File: config.mk
export PLATFORM = sky130hd
export DESIGN_NAME = ram_arbiter
export DESIGN_NICKNAME = d
export VERILOG_FILES = /design/src/rtl/ram_arbiter.sv
export SDC_FILE = /design/constraint.sdc
export NUM_CORES = 1
export LEC_CHECK = 0
export ABC_AREA = 0
export CAP_MARGIN = 20
export CORE_AREA = 2 2 124 126
export CTS_CLUSTER_DIAMETER = 120
export CTS_CLUSTER_SIZE = 16
export DETAILED_ROUTE_END_ITERATION = 10
export DIE_AREA = 0 0 126 128
export PLACE_DENSITY = 0.8
export SLEW_MARGIN = 20
export SYNTH_ARGS = -nofsm -noshare
export SYNTH_HDL_FRONTEND = slang
export SYNTH_SLANG_ARGS = --single-unit
export TNS_END_PERCENT = 30
File: constraint.sdc
create_clock -name CLK -period 2 [get_ports CLK]
set_input_delay 0.2 -clock CLK [delete_from_list [all_inputs] [get_ports CLK]]
set_output_delay 0.2 -clock CLK [all_outputs]
set_load 0.005 [all_outputs]
File: src/rtl/ram_arbiter.sv
// ram_arbiter: round-robin arbiter sharing one RAM port between two requesters.
// The winning request is latched for the whole RAM transaction, completion is a
// single DONE cycle back to the owner, and RAM error or BUSY timeout aborts it.
module ram_arbiter #(
    parameter int unsigned WORD_W  = 32,
    parameter int unsigned ADDR_W  = 32,
    parameter int unsigned TIMEOUT = 15
) (
    input  logic              CLK,
    input  logic              nRST,
    input  logic              tbCTRL,
    input  logic              req0_ren,
    input  logic              req0_wen,
    input  logic [ADDR_W-1:0] req0_addr,
    input  logic [WORD_W-1:0] req0_store,
    output logic              req0_wait,
    output logic [WORD_W-1:0] req0_load,
    output logic              req0_err,
    input  logic              req1_ren,
    input  logic              req1_wen,
    input  logic [ADDR_W-1:0] req1_addr,
    input  logic [WORD_W-1:0] req1_store,
    output logic              req1_wait,
    output logic [WORD_W-1:0] req1_load,
    output logic              req1_err,
    output logic              ram_ren,
    output logic              ram_wen,
    output logic [ADDR_W-1:0] ram_addr,
    output logic [WORD_W-1:0] ram_store,
    input  logic [WORD_W-1:0] ram_load,
    input  logic [1:0]        ram_state,
    output logic [1:0]        gnt
);

    localparam logic [1:0] RAM_FREE   = 2'd0;
    localparam logic [1:0] RAM_BUSY   = 2'd1;
    localparam logic [1:0] RAM_ACCESS = 2'd2;
    localparam logic [1:0] RAM_ERROR  = 2'd3;
    localparam logic [7:0] BUSY_LAST  = 8'(TIMEOUT - 1);

    typedef enum logic [1:0] {
        IDLE  = 2'd0,
        SERVE = 2'd1,
        DONE  = 2'd2
    } state_t;

    state_t            state_q, state_d;
    logic              owner_q, owner_d;
    logic              pri_q, pri_d;
    logic              wen_q, wen_d;
    logic              err_q, err_d;
    logic [ADDR_W-1:0] addr_q, addr_d;
    logic [WORD_W-1:0] store_q, store_d;
    logic [WORD_W-1:0] load_q, load_d;
    logic [7:0]        busy_cnt_q, busy_cnt_d;

    logic act0, act1, winner, ram_on, done0, done1;

    assign act0   = req0_ren | req0_wen;
    assign act1   = req1_ren | req1_wen;
    // a tie goes to the requester holding priority
    assign winner = (act0 & act1) ? pri_q : act1;

    // next-state and datapath latching
    always_comb begin
        state_d    = state_q;
        owner_d    = owner_q;
        pri_d      = pri_q;
        wen_d      = wen_q;
        err_d      = err_q;
        addr_d     = addr_q;
        store_d    = store_q;
        load_d     = load_q;
        busy_cnt_d = busy_cnt_q;
        if (tbCTRL) begin
            state_d = IDLE;
        end else begin
            case (state_q)
                IDLE: begin
                    if (act0 | act1) begin
                        owner_d    = winner;
                        wen_d      = winner ? req1_wen   : req0_wen;
                        addr_d     = winner ? req1_addr  : req0_addr;
                        store_d    = winner ? req1_store : req0_store;
                        busy_cnt_d = 8'd0;
                        state_d    = SERVE;
                    end
                end
                SERVE: begin
                    case (ram_state)
                        RAM_ACCESS: begin
                            load_d  = ram_load;
                            err_d   = 1'b0;
                            state_d = DONE;
                        end
                        RAM_ERROR: begin
                            err_d   = 1'b1;
                            state_d = DONE;
                        end
                        RAM_BUSY: begin
                            busy_cnt_d = busy_cnt_q + 8'd1;
                            if (busy_cnt_q == BUSY_LAST) begin
                                err_d   = 1'b1;
                                state_d = DONE;
                            end
                        end
                        RAM_FREE: begin
                            busy_cnt_d = busy_cnt_q;
                        end
                    endcase
                end
                DONE: begin
                    pri_d   = ~owner_q;
                    state_d = IDLE;
                end
                default: state_d = IDLE;
            endcase
        end
    end

    // state and datapath registers
    always_ff @(posedge CLK or negedge nRST) begin
        if (!nRST) begin
            state_q    <= IDLE;
            owner_q    <= 1'b0;
            pri_q      <= 1'b0;
            wen_q      <= 1'b0;
            err_q      <= 1'b0;
            addr_q     <= '0;
            store_q    <= '0;
            load_q     <= '0;
            busy_cnt_q <= 8'd0;
        end else begin
            state_q    <= state_d;
            owner_q    <= owner_d;
            pri_q      <= pri_d;
            wen_q      <= wen_d;
            err_q      <= err_d;
            addr_q     <= addr_d;
            store_q    <= store_d;
            load_q     <= load_d;
            busy_cnt_q <= busy_cnt_d;
        end
    end

    // RAM side is driven only from latched registers and released under tbCTRL
    assign ram_on    = (state_q == SERVE) & ~tbCTRL;
    assign ram_ren   = ram_on & ~wen_q;
    assign ram_wen   = ram_on & wen_q;
    assign ram_addr  = ram_on ? addr_q  : '0;
    assign ram_store = ram_on ? store_q : '0;
    assign gnt       = ((state_q != IDLE) & ~tbCTRL) ? (owner_q ? 2'b10 : 2'b01) : 2'b00;

    // requester side: completion visible only in the owner's DONE cycle
    assign done0     = (state_q == DONE) & ~owner_q;
    assign done1     = (state_q == DONE) & owner_q;
    assign req0_wait = act0 & ~done0;
    assign req1_wait = act1 & ~done1;
    assign req0_load = done0 ? load_q : '0;
    assign req1_load = done1 ? load_q : '0;
    assign req0_err  = done0 & err_q;
    assign req1_err  = done1 & err_q;

endmodule

==> reports/metrics.cfg, run 1 <==
[cells_and_area]
drive_above_1_share_pct = 14.8
nFillCells = 1263
ff_latch_area_mm2 = 0.00276
fin_nets = 1079
final_cells = 1101
diodes = 0
multi_input_area_mm2 = 0.00287
design_area_mm2 = 0.00973
final_util_pct = 65.5
area_growth_pct = 68.5

[cts]
cts-root-buf = clkbuf_16
clkLatencyLatePin_ns = 0.35
cts_tree = done
htreeDepth = 3
cts_sinks = 110
clock_path_buffers = 2
cts_buffers = 9
clkTransAtPathRegs_ns = 0.07

[detailed_routing]
drt-initial-drc-count = 212
vias_per_cell = 4.97
vias = 5469
drcViolationCount = 0
routed_wl_um = 18500
ant_nets = 0
dr.pass1.iters = 4
wl_per_cell_um = 16.8

[synthesis]
ys_ff_latch = 110
yosys.area_share.simple_pct = 22.7
synth_fa_ha_area_share_pct = 0.433
synth_mux_area_share_pct = 17.5
postSynth.asyncResetShare_pct = 100
synth_top_family_by_area = simple AND/OR/NAND/NOR gates
syn_area_per_cell_um2 = 9.91
synthDistinctLibCells = 35
synth_nets = 754
synthesis.area_mm2 = 0.00578
synth_edf_count = 0
synth_compound_area_share_pct = 7.86
ys_seq_area_share_pct = 47.6
syn-instance-count = 583
synth_xor_area_share_pct = 0
synthFlopType = dfrtp_1
yosys_warnings = 0

[job]
cap_violations = 0

[min_path]
hp-class = input pin to asynchronous set/reset pin

[power]
swShare_pct = 29.6
power_density_mw_per_mm2 = 770
p_int_mw = 5.28
pwr-share-comb_pct = 30.9
switching_power_mw = 2.22
power_leakage_nw = 5.10
seq_power_share_pct = 43.2
clockPowerShare_pct = 26.0
vdd_drop_max_mv = 0.407

[floorplan]
start_util_pct = 38.9
die_h_um = 128
coreArea_mm2 = 0.0149
die-area_mm2 = 0.0161
die_w_um = 126
io_pins = 305
rows = 45

[worst_setup_path]
cp_slowest_stage_delay_ns = 0.45
crit_path_start_kind = flop
end_kind = primary output
required_ns = 1.80
crit_top_cell = buf_4
crit_slowest_cell = dfrtp_2
worst-setup-path-type = flop to primary output
path_delay_family = buffers and inverters
crit_chain = nand2b_4, nor2_4, buf_4, buf_6, buf_4, buf_4, and2_1, clkdlybuf4s15_1
critPathArrivalTime_ns = 1.87
critPathMaxFanout = 4
critPathBufInv = 5

[global_route]
grt_max_degree = 59
grt_remaining_overflow = 0
antenna_found_initial = 0
grt_util_met3_pct = 5.80
grt_pass1_vias = 5405
gr-usage-met2_pct = 39.6
grtUsageMet1_pct = 25.8
grt_most_used_layer = met2
grtUsageTotal_pct = 22.3
grt_pass1_wl_um = 28400

[sta]
min_period_ns = 2.07
slew_violations = 0
timing.final.ws_setup_ns = -0.0681
max_freq_mhz = 484
finalCritPeriodShare_pct = 103
tightest_slew_ns = 0.544
finalHoldViolations = 0
clock_skew_ns = 0.00515
rsz0062_at_grt = yes
final-setup-viol-count = 49
setup_tns_ns = -0.611
max-slew-margin-rel_pct = 63.4

[outcome]
failed_checks = setup timing
status = complete, but fails checks

[placement]
postPlaceCellArea_mm2 = 0.00926
place_hpwl_um = 13100
port-buffer-count = 304
placed_cells = 1062
gp_congestion = 0.858

## final cells by class
class                   instances  share of cell area, %
clock buffers                   9                   2.31
clock inverters                 7                   1.00
inverters                       3                  0.116
multi-input cells             424                   29.5
flip-flops and latches        110                   28.3
well taps                     188                   2.42
repair buffers                360                   36.3
## synth_stat cells (3+ instances only)
library cell / n / area (um2)
and2_1: 67 / 419
nor3_1: 3 / 15.0
buf_2: 12 / 60.1
a21oi_1: 5 / 25.0
and3_1: 66 / 413
or3_1: 4 / 25.0
nor2_1: 10 / 37.5
clkbuf_1: 26 / 97.6
nand3_1: 4 / 20.0
inv_1: 3 / 11.3
nand2_1: 71 / 267
buf_4: 7 / 52.6
mux2_2: 32 / 360
nand4_1: 3 / 18.8
o21ai_0: 72 / 360
mux2i_1: 65 / 651
dfrtp_1: 110 / 2750
## flip-flops by register name, indices dropped and copies added (netlist names)
signal      count
addr_q         32
load_q         32
store_q        32
busy_cnt_q      8
state_q         2
err_q           1
owner_q         1
pri_q           1
wen_q           1
## placed cells by master, fill, tap and decap left out, types with 3 or more instances in the layout
cell type,n
clkbuf_2,9
clkdlybuf4s50_1,169
o21ai_0,72
mux2i_1,65
nand3_1,4
and2_1,63
mux2_2,32
nand2_1,69
dlymetal6s2s_1,6
buf_8,4
nor2_4,3
buf_4,33
dfrtp_2,3
nor2_1,7
dlygate4sd2_1,101
or3_1,4
clkdlybuf4s15_1,17
and2_4,5
and3_1,66
buf_6,6
dfrtp_1,107
buf_12,11
nand4_1,3
clkbuf_16,11
a21oi_1,5
## per-layer routing
layer  part of all wire [%]  wire length, um
met5                      0                0
met4                    2.6              475
met3                    7.6             1410
met2                     50             9320
met1                     39             7300
## through the flow
stage / hold WS, ns / power [mW] / setup slack (ns)
floorplan: -0.0956 / 4.35 / 0.255
global placement: 0.180 / 5.52 / -0.0174
detailed placement: 0.180 / 5.61 / -0.0286
CTS: 0.354 / 7.52 / -0.157
global route: 0.409 / 7.95 / -0.155
finish: 0.364 / 7.50 / -0.0681
## power by group through the flow
stage          Combinational [mW]  Sequential (mW)  Clock, mW
6_report                     2.32             3.23       1.95
5_1_grt                      2.56             3.32       2.07
4_1_cts                      2.29             3.23       1.99
3_5_place_dp                 2.34             3.26          0
3_3_place_gp                 2.29             3.23          0
2_1_floorplan                1.25             3.10          0
## worst paths after layout
kind | start | end | slack [ns] | cells after the start
max reg2reg | state_q[1]$_DFFE_PN0P_ | load_q[12]$_DFFE_PN0P_ | -0.01 | 7
min | nRST | load_q[31]$_DFFE_PN0P_ | 0.36 | 2
max in group asynchronous | nRST | addr_q[12]$_DFFE_PN0P_ | 1.04 | 3
max | state_q[0]$_DFFE_PN0P_ | req0_load[24] | -0.07 | 8
min in group CLK | ram_load[19] | load_q[19]$_DFFE_PN0P_ | 0.45 | 2
min reg2reg | addr_q[22]$_DFFE_PN0P_ | addr_q[22]$_DFFE_PN0P_ | 0.47 | 2
## cells by family (layout without fill, tap and decap cells)
family,count (synthesis),in the layout
AO/OA/AOI/OAI,86,86
multiplexers,97,97
buffers and inverters,49,379
adder cells (fa/ha/maj),2,2
flip-flops,110,110
AND/OR/NAND/NOR,239,239
## timing repair
item	4_1_cts	5_1_grt
setup buffers	8	9
hold buffers	1	0
hold endpoints to repair	31	0
pin swaps	2	5
setup endpoints to repair	136	17
gates cloned	3	2
gates resized for setup	155	48
No activity file was read; power rests on OpenSTA's default activity.
==> inputs of run 2 (changes only) <==
Settings changed: CAP_MARGIN 20 to unset.
==> results of run 2 <==
The final DEF is identical to that of run 1; final timing and power are the same.
==> inputs of run 3 (changes only) <==
Settings changed: CORE_AREA 2 2 124 126 to 2 2 88 175, DIE_AREA 0 0 126 128 to 0 0 90 177, PLACE_DENSITY 0.8 to 0.83.
==> reports/metrics.cfg, run 3 (synthesis gave the netlist of run 1 again) <==
[detailed_routing]
vias = 5522  ; +0.97%
drt-initial-drc-count = 292  ; +38%
ant_nets = 0  ; unchanged
vias_per_cell = 5.01  ; +0.88%
wl_per_cell_um = 16.3  ; -2.8%
dr.pass1.iters = 4  ; unchanged
routed_wl_um = 18000  ; -2.7%
drcViolationCount = 0  ; unchanged

[sta]
max_freq_mhz = 481  ; -0.51%
max-slew-margin-rel_pct = 67.3  ; +3.9 points
finalCritPeriodShare_pct = 104  ; +0.53 points
clock_skew_ns = 0.0120  ; +0.00685 ns
min_period_ns = 2.08  ; +0.0107 ns
timing.final.ws_setup_ns = -0.0788  ; -0.0107 ns
tightest_slew_ns = 0.490  ; -0.0544 ns
finalHoldViolations = 0  ; unchanged
rsz0062_at_grt = yes
slew_violations = 0  ; unchanged
final-setup-viol-count = 3  ; -94%

[floorplan]
coreArea_mm2 = 0.0147  ; -1.4%
die_w_um = 90  ; -29%
die-area_mm2 = 0.0159  ; -1.2%
io_pins = 305  ; unchanged
die_h_um = 177  ; +38%
rows = 63  ; +40%
start_util_pct = 39.4  ; +0.54 points

[cells_and_area]
reg_top3 = addr_q: 32 flops, load_q: 32 flops, store_q: 32 flops
fin_nets = 1073  ; -0.56%
final_common_cell = clkdlybuf4s50_1
final_cells = 1102  ; +0.091%
diodes = 0  ; unchanged
drive_above_1_share_pct = 13.0  ; -1.8 points
layout_common_cells = clkdlybuf4s50_1 (170), dfrtp_1 (107), dlygate4sd2_1 (106)
final_util_pct = 66.4  ; +0.89 points
area_growth_pct = 68.4  ; about the same

[global_route]
grt_pass1_vias = 5481  ; +1.4%
grt_remaining_overflow = 0  ; unchanged
grt_pass1_wl_um = 27800  ; -2.3%
grt_max_degree = 55  ; -6.8%
grtUsageTotal_pct = 21.7  ; -0.56 points
antenna_found_initial = 0  ; unchanged

[power]
power_leakage_nw = 5.09  ; -0.32%
vdd_drop_max_mv = 0.436  ; +7.1%
power_density_mw_per_mm2 = 758  ; -1.5%

[placement]
port-buffer-count = 304  ; unchanged
gp_congestion = 0.817  ; -4.8%
placed_cells = 1067  ; +0.47%
place_hpwl_um = 13300  ; +1.3%

[min_path]
hp-class = input pin to asynchronous set/reset pin

[cts]
clkLatencyLatePin_ns = 0.34  ; about the same
cts_sinks = 110  ; unchanged
cts-root-buf = clkbuf_16
clkTransAtPathRegs_ns = 0.07  ; about the same
clock_path_buffers = 2  ; unchanged
cts_tree = done
cts_buffers = 9  ; unchanged
htreeDepth = 3  ; unchanged

[job]
cap_violations = 0  ; unchanged

[worst_setup_path]
crit_chain = nor2_4, buf_12, and3_4, clkdlybuf4s50_1
crit_slowest_cell = clkdlybuf4s50_1
critPathBufInv = 2  ; -3
crit_path_start_kind = flop
critPathMaxFanout = 10  ; +6
required_ns = 1.80  ; about the same
critPathArrivalTime_ns = 1.88  ; about the same
path_delay_family = buffers and inverters
worst-setup-path-type = flop to primary output
cp_slowest_stage_delay_ns = 0.49  ; +0.04 ns
end_kind = primary output

[outcome]
status = complete, but fails checks
failed_checks = setup timing

==> run 3: changes by cell type in the layout (fill, tap and decap cells not counted), moves of 2 or more <==
cell,delta
clkinvlp_4,-2
and3_1,-2
and3_4,+2
buf_16,+2
and2_4,-3
buf_6,-4
clkbuf_2,-8
dlygate4sd2_1,+5
buf_8,-4
clkbuf_8,+2
clkdlybuf4s15_1,+3
and2_1,+3
==> run 3: final timing paths <==
path | startpoint | end | slack [ns] | cells after the start
max in group asynchronous | nRST | load_q[11]$_DFFE_PN0P_ | 0.88 | 3
worst max register to register | state_q[1]$_DFFE_PN0P_ | busy_cnt_q[3]$_DFFE_PN0P_ | 0.19 | 6
worst min-delay path | nRST | wen_q$_DFFE_PN0P_ | 0.36 | 2
worst max-delay path | state_q[1]$_DFFE_PN0P_ | ram_store[27] | -0.08 | 4
worst min register to register | store_q[25]$_DFFE_PN0P_ | store_q[25]$_DFFE_PN0P_ | 0.47 | 2
min in group CLK | ram_load[4] | load_q[4]$_DFFE_PN0P_ | 0.46 | 2
==> run 3: layer usage <==
layer | track usage [%] | up-vias | wire [um]
met1 | 25.6 | 2566 | 7100
met2 | 38.1 | 285 | 8980
met3 | 5.92 | 23 | 1510
li1 | - | 2648 | -
met4 | 7.18 | 0 | 426
met5 | 0 | - | 0
==> run 3: layout make-up <==
class | instances | area [um2]
multi-input combinational | 424 | 2870
tap | 195 | 244
clock buffer | 11 | 253
timing repair buffer | 354 | 3530
inverter | 3 | 11.3
sequential | 110 | 2760
fill | 1228 | 4930
clock inverter | 5 | 63.8
==> run 3: repair_timing <==
action | 4_1_cts | 5_1_grt
cloned | 2 | 2
buffers inserted | 3 | 11
hold buffers | 1 | 0
hold endpoints to repair | 31 | 0
endpoints found under the setup margin | 135 | 9
pin swaps | 2 | 2
gates resized for setup | 138 | 35
==> run 3: per-stage QoR <==
step	setup slack [ns]	setup TNS, ns	power, mW	hold slack (ns)	cell area, um2
2_1_floorplan	0.255	0	4.35	-0.0956	5780
3_3_place_gp	0.00905	0	5.45	0.199	9250
3_5_place_dp	-0.0372	-0.591	5.56	0.203	9250
4_1_cts	-0.186	-0.944	7.39	0.378	9530
5_1_grt	-0.138	-2.55	7.84	0.404	9730
6_report	-0.0788	-0.123	7.38	0.361	9730
==> run 3: report_power, final <==
| group | leakage (nW) | total, mW | internal, mW | switching (mW) |
|---|---|---|---|---|
| registers | 1.36 | 3.23 | 2.84 | 0.392 |
| logic | 3.57 | 2.27 | 1.30 | 0.967 |
| clock network | 0.158 | 1.88 | 1.06 | 0.824 |
